===== src/rtl/fft_pkg.sv =====
// fft_pkg: shared FFT datapath widths, multiplier constants and the DLOG-to-D helper
package fft_pkg;
    localparam int FFT_WIDTH  = 16;
    localparam int CPLX_WIDTH = 2 * FFT_WIDTH;
    localparam int TW_WIDTH   = 16;
    localparam int TW_FRAC    = TW_WIDTH - 1;
    function automatic int dlog_to_d(input int dlog);
        return 1 << dlog;
    endfunction
endpackage


===== src/rtl/sdf_delay_buf.sv =====
// sdf_delay_buf: D-deep complex feedback RAM, combinational read of the addressed entry
// and synchronous write to the same entry, so each access reads the old value first.
// Ports: clk, we (write enable), addr (entry index), wdata {re,im}, rdata {re,im}.
import fft_pkg::*;
module sdf_delay_buf #(
    parameter int W    = CPLX_WIDTH,
    parameter int ALOG = 2
) (
    input  logic            clk,
    input  logic            we,
    input  logic [ALOG-1:0] addr,
    input  logic [W-1:0]    wdata,
    output logic [W-1:0]    rdata
);
    localparam int D = dlog_to_d(ALOG);
    logic [W-1:0] r_mem [D];
    always_ff @(posedge clk) begin
        if (we) r_mem[addr] <= wdata;
    end
    assign rdata = r_mem[addr];
endmodule


===== src/rtl/fft_sdf_stage.sv =====
// fft_sdf_stage: one radix-2 DIF single-path delay-feedback stage with halving butterflies.
// Ports: clk, rst_n (sync, active-low), din_en/din_re/din_im (input sample),
// dout_en/dout_re/dout_im (output sample), dout_tw (difference needing twiddle),
// tw_addr (twiddle index k, zero unless a valid difference is presented).
import fft_pkg::*;
module fft_sdf_stage #(
    parameter int WIDTH = FFT_WIDTH,
    parameter int DLOG  = 2
) (
    input  logic             clk,
    input  logic             rst_n,
    input  logic             din_en,
    input  logic [WIDTH-1:0] din_re,
    input  logic [WIDTH-1:0] din_im,
    output logic             dout_en,
    output logic [WIDTH-1:0] dout_re,
    output logic [WIDTH-1:0] dout_im,
    output logic             dout_tw,
    output logic [DLOG-1:0]  tw_addr
);
    logic [DLOG:0]         r_cnt;
    logic                  r_primed;
    logic                  w_phase_b;
    logic [DLOG-1:0]       w_addr;
    logic [2*WIDTH-1:0]    w_rd;
    logic [2*WIDTH-1:0]    w_wr;
    logic [WIDTH-1:0]      w_x_re, w_x_im;
    logic [WIDTH-1:0]      w_sum_re, w_sum_im, w_dif_re, w_dif_im;
    logic                  w_en_next;

    assign w_phase_b = r_cnt[DLOG];
    assign w_addr    = r_cnt[DLOG-1:0];
    assign w_x_re    = w_rd[2*WIDTH-1:WIDTH];
    assign w_x_im    = w_rd[WIDTH-1:0];

    // One guard bit then an arithmetic halve: the WIDTH-bit result is exact, never wraps.
    assign w_sum_re = WIDTH'(($signed({w_x_re[WIDTH-1], w_x_re}) + $signed({din_re[WIDTH-1], din_re})) >>> 1);
    assign w_sum_im = WIDTH'(($signed({w_x_im[WIDTH-1], w_x_im}) + $signed({din_im[WIDTH-1], din_im})) >>> 1);
    assign w_dif_re = WIDTH'(($signed({w_x_re[WIDTH-1], w_x_re}) - $signed({din_re[WIDTH-1], din_re})) >>> 1);
    assign w_dif_im = WIDTH'(($signed({w_x_im[WIDTH-1], w_x_im}) - $signed({din_im[WIDTH-1], din_im})) >>> 1);

    assign w_wr      = w_phase_b ? {w_dif_re, w_dif_im} : {din_re, din_im};
    // The first phase-B sample primes the stage and is itself a valid output.
    assign w_en_next = din_en & (r_primed | w_phase_b);

    sdf_delay_buf #(.W(2 * WIDTH), .ALOG(DLOG)) u_buf (
        .clk   (clk),
        .we    (din_en),
        .addr  (w_addr),
        .wdata (w_wr),
        .rdata (w_rd)
    );

    always_ff @(posedge clk) begin
        if (!rst_n) begin
            r_cnt    <= '0;
            r_primed <= 1'b0;
            dout_en  <= 1'b0;
            dout_re  <= '0;
            dout_im  <= '0;
            dout_tw  <= 1'b0;
            tw_addr  <= '0;
        end else begin
            dout_en <= w_en_next;
            tw_addr <= (w_en_next && !w_phase_b) ? w_addr : '0;
            if (din_en) begin
                r_cnt    <= r_cnt + 1'b1;
                r_primed <= r_primed | w_phase_b;
                dout_tw  <= !w_phase_b;
                dout_re  <= w_phase_b ? w_sum_re : w_x_re;
                dout_im  <= w_phase_b ? w_sum_im : w_x_im;
            end
        end
    end
endmodule


===== config.mk =====
export PLATFORM = sky130hd
export DESIGN_NAME = fft_sdf_stage
export DESIGN_NICKNAME = d
export VERILOG_FILES = /design/src/rtl/fft_pkg.sv /design/src/rtl/sdf_delay_buf.sv /design/src/rtl/fft_sdf_stage.sv
export SDC_FILE = /design/constraint.sdc
export NUM_CORES = 1
export LEC_CHECK = 0
export CAP_MARGIN = 40
export CORE_MARGIN = 4
export CORE_UTILIZATION = 31
export CTS_CLUSTER_SIZE = 20
export DETAILED_ROUTE_END_ITERATION = 16
export PLACE_DENSITY = 0.5
export SYNTH_ARGS = -nofsm -noshare
export SYNTH_HDL_FRONTEND = slang
export SYNTH_SLANG_ARGS = --single-unit

===== constraint.sdc =====
create_clock -name clk -period 11.3 [get_ports clk]
set_input_delay 2.26 -clock clk [delete_from_list [all_inputs] [get_ports clk]]
set_output_delay 2.26 -clock clk [all_outputs]
set_load 0.1 [all_outputs]

# After elaboration in Yosys (flattened, before gate mapping)
# Memory sizes are Yosys's and may differ from the RTL's. A register that Yosys moved wholly into a read port is not among the register bits.
# Index checks and enable logic that the tools add are counted.
# word_totals
latch_bits	0
output_inout_bits	36
regBits	40
mem_bits_rw	128
mem_bits_ro	0
word_cells	25
mem_count	1
input_bits	35
# mem_list
memory	depth	word_bits	read_ports	rd_ports_with_merged_regs	wr	line_no	rtl
u_buf.r_mem	4	32	1	1	1	sdf_delay_buf.sv:16	logic [W-1:0] r_mem [D];
# classes
n_bitwise	2
shifts	0
order_cmp	0
mul	0
n_addsub	5
mux	7
div	0
n_reduce_logical	3
eq_ne	0
# ops
op	count
$add A16 B16 Y17	2
$sub A16 B16 Y17	2
$mux W16	2
$mux W32	1
$mux W2	2
$add A3 B1 Y3 const B	1
$mux W1	2
$reduce_and A2 Y1	1
$and A1 B1 Y1	1
$logic_and A1 B1 Y1	1
$logic_not A1 Y1	1
$or A1 B1 Y1	1

# Longest topological paths before layout
# Gate-level depths: netlist of the first run.
# logic_depth
depth_word	4
ltp_mapped	13
mapped_depth_nobuf	11

# By module
# Synthesis of the first run repeated with hierarchy kept, for this count alone.
# unflattened
hier_cells	831
area_unflattened_um2	9640.5
# modules_own_cells
mod	area_per_inst_um2	cells_each	seq_area_each_um2	instances
fft_sdf_stage	4947.2	659	800.8	1
sdf_delay_buf	4693.3	172	3843.7	1

# Worst setup path before layout of the first run
# No wires, ideal clock.
# synth_timing
path_kind	in2reg
from	input din_im[6]
to	memory u_buf.r_mem[0][14] (netlist name), data pin
path_buffers	1
setup_slack_ns	6.868
setup_ns	0.270
arrival_time_ns	4.162
cell_stages	10
required_time_ns	11.030
cell_sequence	inv_1 > ha_1 > clkbuf_1 > o211ai_1 > a21boi_0 > o221ai_1 > o31ai_1 > o21ai_1 > mux2i_1 > a211o_1
# synth_via
elab_chain_cells	2
# synth_rtl
element	line_no	rtl
start, declared	fft_sdf_stage.sv:14	input logic [WIDTH-1:0] din_im,
$sub A16 B16 Y17	fft_sdf_stage.sv:40	assign w_dif_im = WIDTH'(($signed({w_x_im[WIDTH-1], w_x_im}) - $signed({din_im[WIDTH-1], din_im})) >>> 1);
$mux W32	fft_sdf_stage.sv:42	assign w_wr = w_phase_b ? {w_dif_re, w_dif_im} : {din_re, din_im};
via u_buf.wdata[14]	sdf_delay_buf.sv:12	input logic [W-1:0] wdata,
end, declared	sdf_delay_buf.sv:16	
# The timed path passes the listed nets, and every way through them passes these cells.

# Final worst setup path of the first run
# layout_timing
from	input din_re[2]
to	memory u_buf.r_mem[3][29] (netlist name), data pin
# layout_via
elab_chain_cells	2
# layout_rtl
element	line_no	rtl
start, declared	fft_sdf_stage.sv:13	input logic [WIDTH-1:0] din_re,
$sub A16 B16 Y17	fft_sdf_stage.sv:39	assign w_dif_re = WIDTH'(($signed({w_x_re[WIDTH-1], w_x_re}) - $signed({din_re[WIDTH-1], din_re})) >>> 1);
$mux W32	fft_sdf_stage.sv:42	
via u_buf.wdata[29]	sdf_delay_buf.sv:12	
# The timed path passes the listed nets, and every way through them passes these cells.

==> results of run 1 <==
worst paths after layout:
kind,start,to,slack [ps],cells after the start
min reg2reg,dout_tw$_SDFFE_PN0P_,dout_tw$_SDFFE_PN0P_,460,2
max reg2reg,flip-flop,u_buf.r_mem[3][29]$_DFFE_PP_,6830,11
min,dout_tw$_SDFFE_PN0P_,dout_tw$_SDFFE_PN0P_,460,2
max,din_re[2],u_buf.r_mem[3][29]$_DFFE_PP_,6380,9
final cells by class:
class	instances	area [sq um]	share of cell area, %
Timing Repair Buffer	124	1520	12.4
Inverter	65	244	1.98
Clock inverter	10	76.3	0.621
Clock buffer	22	497	4.04
Tap cell	402	503	4.09
Multi-Input combinational cell	614	4770	38.8
Sequential cell	170	4690	38.1
flip-flops by register name, summed over array words and instances (netlist names), named ones only:
signal / flops
dout_im: 16
dout_tw: 1
r_primed: 1
u_buf.r_mem: 128
r_cnt: 3
tw_addr: 2
dout_re: 16
dout_en: 1
cells in the mapped netlist (6+ instances only):
| cell | n | area [sq um] |
|---|---|---|
| sky130_fd_sc_hd__a211oi_1 | 8 | 60.1 |
| sky130_fd_sc_hd__a21o_1 | 11 | 82.6 |
| sky130_fd_sc_hd__a21oi_1 | 72 | 360 |
| sky130_fd_sc_hd__a22oi_1 | 7 | 52.6 |
| sky130_fd_sc_hd__a31oi_1 | 6 | 37.5 |
| sky130_fd_sc_hd__and2_1 | 6 | 37.5 |
| sky130_fd_sc_hd__buf_1 | 7 | 26.3 |
| sky130_fd_sc_hd__clkbuf_1 | 36 | 135 |
| sky130_fd_sc_hd__dfxtp_1 | 42 | 841 |
| sky130_fd_sc_hd__edfxtp_1 | 128 | 3840 |
| sky130_fd_sc_hd__ha_1 | 71 | 888 |
| sky130_fd_sc_hd__inv_1 | 63 | 236 |
| sky130_fd_sc_hd__mux2i_1 | 15 | 150 |
| sky130_fd_sc_hd__mux4_2 | 32 | 721 |
| sky130_fd_sc_hd__nand2_1 | 51 | 191 |
| sky130_fd_sc_hd__nand2b_1 | 16 | 100 |
| sky130_fd_sc_hd__nand3_1 | 16 | 80.1 |
| sky130_fd_sc_hd__nor2_1 | 69 | 259 |
| sky130_fd_sc_hd__nor2b_1 | 9 | 56.3 |
| sky130_fd_sc_hd__nor3_1 | 20 | 100 |
| sky130_fd_sc_hd__o211ai_1 | 6 | 45.0 |
| sky130_fd_sc_hd__o21a_1 | 6 | 45.0 |
| sky130_fd_sc_hd__o21ai_0 | 39 | 195 |
| sky130_fd_sc_hd__o21ai_1 | 13 | 65.1 |
| sky130_fd_sc_hd__o21bai_1 | 10 | 75.1 |
| sky130_fd_sc_hd__o31ai_1 | 7 | 52.6 |
| sky130_fd_sc_hd__xnor2_1 | 28 | 245 |
| sky130_fd_sc_hd__xor2_1 | 8 | 70.1 |
routing by layer:
| layer | up-vias | track usage [%] |
|---|---|---|
| met5 | - | 0 |
| met4 | 0 | 3.70 |
| met3 | 16 | 2.28 |
| met2 | 158 | 24.7 |
| met1 | 3591 | 22.6 |
| li1 | 3517 | - |
logic make-up after synthesis:
| family | synth area share [%] |
|---|---|
| compound gates | 15.8 |
| xor+xnor | 3.19 |
| fa+ha+maj | 9.79 |
| buf+inv | 4.41 |
| flops | 47.4 |
| mux | 8.92 |
| simple gates | 10.5 |
stage by stage:
stage | hold WS, ps | setup WS [ps] | std cells
2_1_floorplan | 441 | 6870 | 897
3_3_place_gp | 455 | 6040 | 1334
3_5_place_dp | 457 | 5990 | 1375
4_1_cts | 468 | 6430 | 1407
5_1_grt | 509 | 6070 | 1407
6_report | 464 | 6380 | 1407
worst min-delay path, cell delays in order, from the launching register on:
cell and delay, ps:
sky130_fd_sc_hd__dfxtp_1 310, sky130_fd_sc_hd__nand2_1 60, sky130_fd_sc_hd__a21oi_1 50
power breakdown:
part | switching [mW] | internal [mW]
clock | 0.256 | 0.318
sequential | 0.0176 | 0.710
combinational | 0.378 | 0.247
total | 0.652 | 1.27
==> impl_table.tex, run 1 <==
\begin{tabular}{lr}
\hline
Metric & Value \\
\hline
\multicolumn{2}{l}{\textbf{Clock tree}} \\
\quad Clock Latency Late Sink & between 400 and 500 ps \\
\quad Root buffer cell & sky130\_fd\_sc\_hd\_\_clkbuf\_16 \\
\quad Post-cts resize count & 0 \\
\quad Hold-fix buffers at CTS & 0 \\
\quad Number of buffers added for setup after CTS & 0 \\
\quad Cts bufs inserted & 17 \\
\quad TritonCTS clock tree & built \\
\quad Clock transition time at the flip-flop clock pins of the worst setup and hold paths & 70 ps \\
\quad H-Tree Level Count & 4 \\
\quad Clk buf depth & 2 \\
\quad Number of clock sinks seen by CTS & 170 \\
\multicolumn{2}{l}{\textbf{Floorplan}} \\
\quad Die width & 187 um \\
\quad Cell row count & 65 \\
\quad Initial Utilization & between 30\% and 40\% \\
\quad Die area & 34800 sq um \\
\quad I/O Pins & 71 \\
\quad Std-Cell Core Area & 31600 sq um \\
\quad Vert. Die Dim & 187 um \\
\multicolumn{2}{l}{\textbf{Logic synthesis}} \\
\quad Post-Syn Area & slightly below 10000 sq um \\
\quad Share of the yosys chip area belonging to registers & 47.4\% \\
\quad Unique cell type count in the Yosys netlist & 75 \\
\quad Net Count, Synth & 1007 \\
\quad Gate Count Post-Synth & 897 \\
\quad Commonest register cell after synthesis & sky130\_fd\_sc\_hd\_\_edfxtp\_1 \\
\quad Fraction of synthesis flops using an asynchronous set or reset pin & 0\% \\
\quad Number of synthesized flops with an enable pin & about 130 \\
\quad Yosys warning count & 0 \\
\quad Register bit count reported by yosys & 170 \\
\quad Post-Syn Area per Cell & 11.0 sq um \\
\multicolumn{2}{l}{\textbf{Routing}} \\
\quad Number of iterations in the first detailed-routing pass & 5 \\
\quad Per-cell via count in the routed design & 5.18 \\
\quad Initial detailed-routing violation count & around 420 \\
\quad Remaining DRCs & 0 \\
\quad Total met3 wirelength after detailed routing & 902 um \\
\quad Number of nets with antenna violations after detailed routing & 0 \\
\quad Routed metal-1 wire length & 13600 um \\
\quad Via count & 7282 \\
\quad Highest signal layer in the routed design & met4 \\
\quad Total length of routed met2 wires & between 10000 and 15000 um \\
\quad WL per Instance & 19.3 um \\
\quad Overall routed net length & 27100 um \\
\multicolumn{2}{l}{\textbf{Cells and area}} \\
\quad Most common cell after layout, fill and taps aside & sky130\_fd\_sc\_hd\_\_edfxtp\_1 \\
\quad Number of antenna cells inserted & 0 \\
\quad Layout Cell Area excl Fill & 12300 sq um \\
\quad Fraction of final layout cells with drive strength greater than 1 & 12.6\% \\
\quad Filler instances & around 3000 \\
\quad Commonest cells after routing, fill and taps aside & 128 x sky130\_fd\_sc\_hd\_\_edfxtp\_1, 72 x sky130\_fd\_sc\_hd\_\_a21oi\_1, 71 x sky130\_fd\_sc\_hd\_\_ha\_1 \\
\quad Number of nets in the final layout & roughly 1100 \\
\quad Signed area change from the synthesized netlist to the final layout & 24.3\% \\
\quad Final core utilization & 39.0\% \\
\multicolumn{2}{l}{\textbf{Worst hold path}} \\
\quad Tightest Hold Check Type & reg -> reg \\
\multicolumn{2}{l}{\textbf{Global route}} \\
\quad Initial antenna violation count & 0 \\
\quad Grt total ovfl & 0 \\
\quad Largest net degree at the start of global routing & 71 \\
\quad Overall track demand over capacity in global routing & 15.6\% \\
\quad Vias in the first global route & 7379 \\
\quad First-pass GRT wire length & 42900 um \\
\multicolumn{2}{l}{\textbf{Critical path}} \\
\quad Crit-path max cell delay & about 650 ps \\
\quad Crit path launch type & input pin \\
\quad Number of buffer and inverter stages on the critical path & 2 \\
\quad Setup Crit Path Kind & in -> reg \\
\quad Data required time at the worst endpoint & 11440 ps \\
\quad Data arrival time of the critical path & 5050 ps \\
\quad Highest-delay cell along the critical path & sky130\_fd\_sc\_hd\_\_o311ai\_0 \\
\quad Peak fanout along the critical path & 9 \\
\quad Delay-heaviest family, CP & compound AO/OA/AOI/OAI gates \\
\quad Cells traversed along the worst timing path & clkdlybuf4s50\_1 -> inv\_1 -> ha\_1 -> a21o\_1 -> a21oi\_1 -> o21ai\_1 -> a41oi\_1 -> o21a\_1 -> o311ai\_0 \\
\quad Capturing element type of the critical path & flip-flop \\
\multicolumn{2}{l}{\textbf{Timing}} \\
\quad Number of failing hold endpoints at the final stage & 0 \\
\quad Headroom to the max-slew limit & between 40\% and 50\% \\
\quad Max Fclk & 203 MHz \\
\quad Share of the clock period used by the worst path & around 44\% \\
\quad Final Max Tran Viols & 0 \\
\quad Worst slew pin tran & 820 ps \\
\quad Fin crit period & 4920 ps \\
\quad Setup TNS & 0 ps \\
\quad Setup repair after global routing missed its margin & false \\
\quad Final setup viols & 0 \\
\quad Final worst clock skew & 9.73 ps \\
\multicolumn{2}{l}{\textbf{Place}} \\
\quad Total cell area at the placement stage & between 10000 and 15000 sq um \\
\quad Sum of net half-perimeters after detailed placement & 19300 um \\
\quad Global placement routability congestion & 0.825 \\
\quad Number of buffer cells added on primary ports & 70 \\
\multicolumn{2}{l}{\textbf{Power}} \\
\quad P\_leak & 4.55 nW \\
\quad Largest vdd supply drop & 0.000113 V \\
\quad Cell Pwr Density & approximately 160 nW/um\^{}2 \\
\quad Post-layout power & 1.93 mW \\
\multicolumn{2}{l}{\textbf{Run status}} \\
\quad Outcome & completed \\
\multicolumn{2}{l}{\textbf{Run}} \\
\quad Maximum Capacitance Violations & 0 \\
\hline
\end{tabular}
Note: power is estimated with default switching activity, not from simulation.
==> run 2, diff against run 1 <==
- clock period: 11.3 -> 4.9 ns (I/O delays scaled with it)
==> run 2 against run 1 <==
Effect of this change: clock power is 140% higher; die area unchanged; first-iteration DRC count up 29%; via count rose by 0.23%; sequential power grew 130%; non-clock buffer count is 2 higher; clock-buffer cell count decreased by 3; combinational power rose by 140%; highest routed layer unchanged.
==> impl_table.tex, run 2 (synthesized netlist as in run 1, its figures left out) <==
\begin{tabular}{lr}
\hline
Metric & Value \\
\hline
\multicolumn{2}{l}{\textbf{Critical path}} \\
\quad Crit-path max cell delay & 700 ps \\
\quad Capturing element type of the critical path & flip-flop \\
\quad Data arrival time of the critical path & 4010 ps \\
\quad Peak fanout along the critical path & 14 \\
\quad Highest-delay cell along the critical path & sky130\_fd\_sc\_hd\_\_dfxtp\_2 \\
\quad End point of the critical path & u\_buf.r\_mem[2][29]\$\_DFFE\_PP\_ \\
\quad Flop2flop setup slack & 1020 ps \\
\quad Worst reg2reg endpoint & u\_buf.r\_mem[2][29]\$\_DFFE\_PP\_ \\
\quad Cells traversed along the worst timing path & buf\_4 -> mux4\_2 -> ha\_1 -> inv\_1 -> o21ai\_1 -> a41oi\_1 -> o21a\_1 -> o311ai\_0 \\
\quad Crit path launch type & flip-flop \\
\quad Data required time at the worst endpoint & 5030 ps \\
\quad Stages on the worst setup path & 8 \\
\quad Count of cells along the worst register-to-register path & 8 \\
\quad Number of buffer and inverter stages on the critical path & 2 \\
\quad Delay-heaviest family, CP & compound AO/OA/AOI/OAI gates \\
\quad Setup Crit Path Kind & reg -> reg \\
\multicolumn{2}{l}{\textbf{Timing}} \\
\quad Fin crit period & 3880 ps \\
\quad Setup TNS & 0 ps \\
\quad Headroom to the max-slew limit & roughly 46\% \\
\quad Max Fclk & 258 MHz \\
\quad Tightest hold margin & 464 ps \\
\quad Final Max Tran Viols & 0 \\
\quad Number of failing hold endpoints at the final stage & 0 \\
\quad Final setup viols & 0 \\
\quad Setup repair after global routing missed its margin & false \\
\quad Final worst clock skew & between 10 and 15 ps \\
\quad Share of the clock period used by the worst path & 79.1\% \\
\quad Worst slew pin tran & just over 800 ps \\
\multicolumn{2}{l}{\textbf{Floorplan}} \\
\quad Initial Utilization & 31.4\% \\
\quad Die area & around 35000 sq um \\
\quad Std-Cell Core Area & 31600 sq um \\
\quad Vert. Die Dim & 187 um \\
\quad Die width & between 150 and 200 um \\
\quad Cell row count & 65 \\
\quad I/O Pins & between 70 and 80 \\
\multicolumn{2}{l}{\textbf{Routing}} \\
\quad WL per Instance & 19.6 um \\
\quad Remaining DRCs & 0 \\
\quad Number of nets with antenna violations after detailed routing & 0 \\
\quad Initial detailed-routing violation count & around 540 \\
\quad Via count & approximately 7300 \\
\quad Per-cell via count in the routed design & 5.18 \\
\quad Number of iterations in the first detailed-routing pass & 7 \\
\quad Overall routed net length & 27600 um \\
\multicolumn{2}{l}{\textbf{Clock tree}} \\
\quad Clock transition time at the flip-flop clock pins of the worst setup and hold paths & approximately 70 ps \\
\quad Clk buf depth & 2 \\
\quad Clock Latency Late Sink & about 430 ps \\
\quad H-Tree Level Count & 4 \\
\quad Number of clock sinks seen by CTS & 170 \\
\quad Number of buffers added for setup after CTS & 0 \\
\quad Post-cts resize count & 0 \\
\quad Hold-fix buffers at CTS & 0 \\
\quad Cts bufs inserted & 17 \\
\quad TritonCTS clock tree & built \\
\quad Root buffer cell & sky130\_fd\_sc\_hd\_\_clkbuf\_16 \\
\multicolumn{2}{l}{\textbf{Worst hold path}} \\
\quad Tightest Hold Check Type & reg -> reg \\
\quad Hold Startpoint & dout\_tw\$\_SDFFE\_PN0P\_ \\
\multicolumn{2}{l}{\textbf{Global route}} \\
\quad Grt total ovfl & 0 \\
\quad First-pass GRT wire length & 43200 um \\
\quad Largest net degree at the start of global routing & 42 \\
\quad Overall track demand over capacity in global routing & 15.9\% \\
\quad Initial antenna violation count & 0 \\
\quad Vias in the first global route & 7333 \\
\multicolumn{2}{l}{\textbf{Power}} \\
\quad Cell Pwr Density & 362 nW/um\^{}2 \\
\quad Largest vdd supply drop & 0.000239 V \\
\quad P\_leak & 4.59 nW \\
\multicolumn{2}{l}{\textbf{Cells and area}} \\
\quad Number of antenna cells inserted & 0 \\
\quad Number of flip-flops under the largest register name & 128 \\
\quad Number of nets in the final layout & roughly 1100 \\
\quad Commonest cells after routing, fill and taps aside & 128 x sky130\_fd\_sc\_hd\_\_edfxtp\_1, 72 x sky130\_fd\_sc\_hd\_\_a21oi\_1, 71 x sky130\_fd\_sc\_hd\_\_ha\_1 \\
\quad Most common cell after layout, fill and taps aside & sky130\_fd\_sc\_hd\_\_edfxtp\_1 \\
\quad Register with the most flip-flops & u\_buf.r\_mem \\
\quad Fraction of final layout cells with drive strength greater than 1 & a little over an eighth \\
\quad Final core utilization & 39.3\% \\
\quad Registers with the most flip-flops & u\_buf.r\_mem (128), dout\_im (16), dout\_re (16) \\
\quad Signed area change from the synthesized netlist to the final layout & 25.4\% \\
\multicolumn{2}{l}{\textbf{Run status}} \\
\quad Outcome & completed \\
\multicolumn{2}{l}{\textbf{Place}} \\
\quad Number of buffer cells added on primary ports & 70 \\
\quad Sum of net half-perimeters after detailed placement & 20100 um \\
\quad Global placement routability congestion & 0.806 \\
\multicolumn{2}{l}{\textbf{Run}} \\
\quad Maximum Capacitance Violations & 0 \\
\hline
\end{tabular}
run 2: cell count changes in the layout (fill, tap and decap cells not counted), moves of 2 or more:
cell and change:
sky130_fd_sc_hd__clkinv_4 +4, sky130_fd_sc_hd__buf_8 -9, sky130_fd_sc_hd__inv_6 -2, sky130_fd_sc_hd__buf_12 +4, sky130_fd_sc_hd__clkinv_2 -2, sky130_fd_sc_hd__buf_16 +5
sky130_fd_sc_hd__buf_4 +2, sky130_fd_sc_hd__clkbuf_16 -2, sky130_fd_sc_hd__clkbuf_1 -2
run 2: worst min path at each step:
stage,to,slack [ps],cells after the start
3_5_place_dp,dout_tw$_SDFFE_PN0P_,460,2
6_report,dout_tw$_SDFFE_PN0P_,460,2
5_1_grt,dout_tw$_SDFFE_PN0P_,490,2
2_1_floorplan,r_primed$_SDFFE_PN0P_,440,2
4_1_cts,dout_tw$_SDFFE_PN0P_,470,2
3_3_place_gp,dout_im[9]$_SDFFE_PN0P_,450,2
run 2: stage by stage:
| stage | setup slack (ps) | power, mW | cells | instance area [sq um] |
|---|---|---|---|---|
| 6_report | 1020 | 4.49 | 1409 | 12400 |
| 5_1_grt | 681 | 4.74 | 1409 | 12400 |
| 4_1_cts | 977 | 4.53 | 1409 | 12400 |
| 3_5_place_dp | 958 | 3.17 | 1377 | 11800 |
| 3_3_place_gp | 973 | 3.06 | 1339 | 11100 |
| 2_1_floorplan | 1140 | 2.70 | 897 | 9890 |
run 2: worst reg2reg max path: stages (launching register included):
cell and delay, ps:
sky130_fd_sc_hd__dfxtp_2 700, sky130_fd_sc_hd__buf_4 330, sky130_fd_sc_hd__mux4_2 560, sky130_fd_sc_hd__ha_1 510
sky130_fd_sc_hd__inv_1 150, sky130_fd_sc_hd__o21ai_1 220, sky130_fd_sc_hd__a41oi_1 210, sky130_fd_sc_hd__o21a_1 290
sky130_fd_sc_hd__o311ai_0 630
run 2: final cells by class:
| type | count | area, sq um |
|---|---|---|
| clock buffers | 19 | 453 |
| multi-input cells | 614 | 4770 |
| repair buffers | 126 | 1620 |
| clock inverters | 13 | 133 |
| fillers | 3030 | 19100 |
| well taps | 402 | 503 |
| flip-flops and latches | 170 | 4690 |
| inverters | 65 | 244 |
run 2: metal layers:
layer  track usage (%)  part of all wire [%]  vias to the layer above
met5                 0                     0                        -
met4              3.50                   1.1                        0
met3              2.56                   3.7                       19
met2              26.0                    47                      164
met1              22.3                    48                     3599
li1                  -                     -                     3517
run 2: report_power, final:
| group | total (mW) | leakage, nW | internal, mW | switching (mW) |
|---|---|---|---|---|
| registers | 1.67 | 1.52 | 1.64 | 0.0342 |
| clock network | 1.35 | 0.288 | 0.741 | 0.614 |
| logic | 1.47 | 2.78 | 0.585 | 0.884 |
| total | 4.49 | 4.59 | 2.96 | 1.53 |
==> run 3, diff against run 2 <==
- clock period: 4.9 -> 3.8 ns (I/O delays scaled with it)
==> run 3 against run 2 <==
Effect of this change: maximum frequency rose by 8.4%; clock power grew 27%; power rose by 29%; clock skew down 1.9 ps; cell area up 0.70%; non-clock buffer count is 23 higher; largest power group unchanged.
==> impl_table.tex, run 3 (synthesized netlist as in run 1, its figures left out) <==
\begin{tabular}{lr}
\hline
Metric & Value \\
\hline
\multicolumn{2}{l}{\textbf{Timing}} \\
\quad Final Max Tran Viols & 0 \\
\quad Setup repair after global routing missed its margin & false \\
\quad Share of the clock period used by the worst path & a little over nine tenths \\
\quad Final setup viols & 0 \\
\quad Final worst clock skew & roughly 9.4 ps \\
\quad Fin crit period & 3580 ps \\
\quad Number of failing hold endpoints at the final stage & 0 \\
\quad Worst slew pin tran & 759 ps \\
\quad Worst Slack Setup Final & 223 ps \\
\quad Setup TNS & 0 ps \\
\quad Headroom to the max-slew limit & about half \\
\quad Max Fclk & 280 MHz \\
\quad Tightest hold margin & $\sim$470 ps \\
\multicolumn{2}{l}{\textbf{Floorplan}} \\
\quad I/O Pins & 71 \\
\quad Std-Cell Core Area & 31600 sq um \\
\quad Initial Utilization & roughly a third \\
\quad Die width & 187 um \\
\quad Cell row count & 65 \\
\quad Die area & between 30000 and 40000 sq um \\
\quad Vert. Die Dim & 187 um \\
\multicolumn{2}{l}{\textbf{Cells and area}} \\
\quad Layout Cell Area excl Fill & 12500 sq um \\
\quad Number of flip-flops under the largest register name & 128 \\
\quad Most common cell after layout, fill and taps aside & sky130\_fd\_sc\_hd\_\_edfxtp\_1 \\
\quad Filler instances & 3067 \\
\quad Multi-input gate area in the final layout & 4770 sq um \\
\quad Register with the most flip-flops & u\_buf.r\_mem \\
\quad Count of non-filler cells in the finished layout & between 1000 and 1500 \\
\quad Number of nets in the final layout & roughly 1100 \\
\quad Number of antenna cells inserted & 0 \\
\quad Signed area change from the synthesized netlist to the final layout & 26.3\% \\
\quad Fraction of final layout cells with drive strength greater than 1 & 14.9\% \\
\quad Area taken by flip-flops and latches & 4690 sq um \\
\quad Final core utilization & 39.6\% \\
\quad Registers with the most flip-flops & u\_buf.r\_mem (128), dout\_im (16), dout\_re (16) \\
\quad Commonest cells after routing, fill and taps aside & 128 x sky130\_fd\_sc\_hd\_\_edfxtp\_1, 72 x sky130\_fd\_sc\_hd\_\_a21oi\_1, 71 x sky130\_fd\_sc\_hd\_\_ha\_1 \\
\multicolumn{2}{l}{\textbf{Routing}} \\
\quad Remaining DRCs & 0 \\
\quad Overall routed net length & 27600 um \\
\quad Number of nets with antenna violations after detailed routing & 0 \\
\quad Via count & 7353 \\
\quad Initial detailed-routing violation count & between 500 and 600 \\
\quad Number of iterations in the first detailed-routing pass & 5 \\
\quad Per-cell via count in the routed design & 5.13 \\
\quad WL per Instance & 19.2 um \\
\multicolumn{2}{l}{\textbf{Clock tree}} \\
\quad Root buffer cell & sky130\_fd\_sc\_hd\_\_clkbuf\_16 \\
\quad Hold-fix buffers at CTS & 0 \\
\quad Cts bufs inserted & 17 \\
\quad Clock transition time at the flip-flop clock pins of the worst setup and hold paths & around 70 ps \\
\quad Clk buf depth & 2 \\
\quad H-Tree Level Count & 4 \\
\quad Number of buffers added for setup after CTS & 0 \\
\quad TritonCTS clock tree & built \\
\quad Clock Latency Late Sink & 420 ps \\
\quad Number of clock sinks seen by CTS & 170 \\
\multicolumn{2}{l}{\textbf{Critical path}} \\
\quad Capturing element type of the critical path & flip-flop \\
\quad Crit path launch type & flip-flop \\
\quad Count of cells along the worst register-to-register path & 10 \\
\quad Data required time at the worst endpoint & 3960 ps \\
\quad Data arrival time of the critical path & 3730 ps \\
\quad Peak fanout along the critical path & 9 \\
\quad Setup Crit Path Kind & reg -> reg \\
\multicolumn{2}{l}{\textbf{Run}} \\
\quad Maximum Capacitance Violations & 0 \\
\multicolumn{2}{l}{\textbf{Power}} \\
\quad Cell Pwr Density & 465 nW/um\^{}2 \\
\quad Post-layout power & 5.81 mW \\
\quad P\_leak & 4.66 nW \\
\quad Largest vdd supply drop & 0.000340 V \\
\multicolumn{2}{l}{\textbf{Place}} \\
\quad Setup WS pre-CTS & roughly 120 ps \\
\quad Global placement routability congestion & 0.855 \\
\quad Placed Instances & 1400 \\
\quad Sum of net half-perimeters after detailed placement & 20300 um \\
\quad Total cell area at the placement stage & approximately 12000 sq um \\
\quad Number of buffer cells added on primary ports & 70 \\
\multicolumn{2}{l}{\textbf{Global route}} \\
\quad Grt total ovfl & 0 \\
\quad Overall track demand over capacity in global routing & 15.9\% \\
\quad First-pass GRT wire length & around 44000 um \\
\quad Vias in the first global route & 7431 \\
\quad Initial antenna violation count & 0 \\
\quad Largest net degree at the start of global routing & a little under 70 \\
\multicolumn{2}{l}{\textbf{Worst hold path}} \\
\quad Tightest Hold Check Type & reg -> reg \\
\quad Hold path depth & 2 \\
\multicolumn{2}{l}{\textbf{Run status}} \\
\quad Outcome & completed \\
\hline
\end{tabular}
==> run 3: worst max-delay path, stage by stage, from the launching register on <==
cell and delay [ps]:
sky130_fd_sc_hd__dfxtp_2 450, sky130_fd_sc_hd__buf_4 210, sky130_fd_sc_hd__mux4_2 560, sky130_fd_sc_hd__ha_1 470, sky130_fd_sc_hd__and4_1 230, sky130_fd_sc_hd__o21a_1 180, sky130_fd_sc_hd__o221ai_1 250, sky130_fd_sc_hd__o31ai_1 410
sky130_fd_sc_hd__o21ai_1 140, sky130_fd_sc_hd__mux2i_1 130, sky130_fd_sc_hd__a211o_1 270
==> run 3: worst paths after layout <==
| kind | from | endpoint | slack, ps |
|---|---|---|---|
| worst min register to register | dout_tw$_SDFFE_PN0P_ | dout_tw$_SDFFE_PN0P_ | 470 |
| worst max-delay path | flip-flop | u_buf.r_mem[1][14]$_DFFE_PP_ | 220 |
| worst max register to register | flip-flop | u_buf.r_mem[1][14]$_DFFE_PP_ | 220 |
| worst min-delay path | dout_tw$_SDFFE_PN0P_ | dout_tw$_SDFFE_PN0P_ | 470 |
==> run 3: power by group <==
part	switching, mW	internal (mW)	total (mW)
clock	0.790	0.921	1.71
sequential	0.0406	2.11	2.15
combinational	1.15	0.794	1.95
total	1.98	3.82	5.81
==> run 3: per-layer routing <==
| metal | vias up | global-route usage [%] | part of all wire (%) | routed length [um] |
|---|---|---|---|---|
| met3 | 14 | 1.98 | 3.1 | 842 |
| li1 | 3561 | - | - | - |
| met4 | 0 | 3.53 | 0.85 | 234 |
| met2 | 155 | 26.0 | 48 | 13100 |
| met1 | 3623 | 22.6 | 48 | 13400 |
| met5 | - | 0 | 0 | 0 |
==> run 3: cell type report <==
type | count | share of cell area [%]
well taps | 402 | 4.03
multi-input cells | 614 | 38.2
flip-flops and latches | 170 | 37.5
inverters | 65 | 1.95
clock inverters | 14 | 1.10
repair buffers | 149 | 13.8
clock buffers | 18 | 3.43
==> run 3: timing repair <==
action / 4_1_cts / 5_1_grt
setup endpoints to repair: 0 / 4
resized for setup: 0 / 1
hold endpoints to repair: 0 / 0
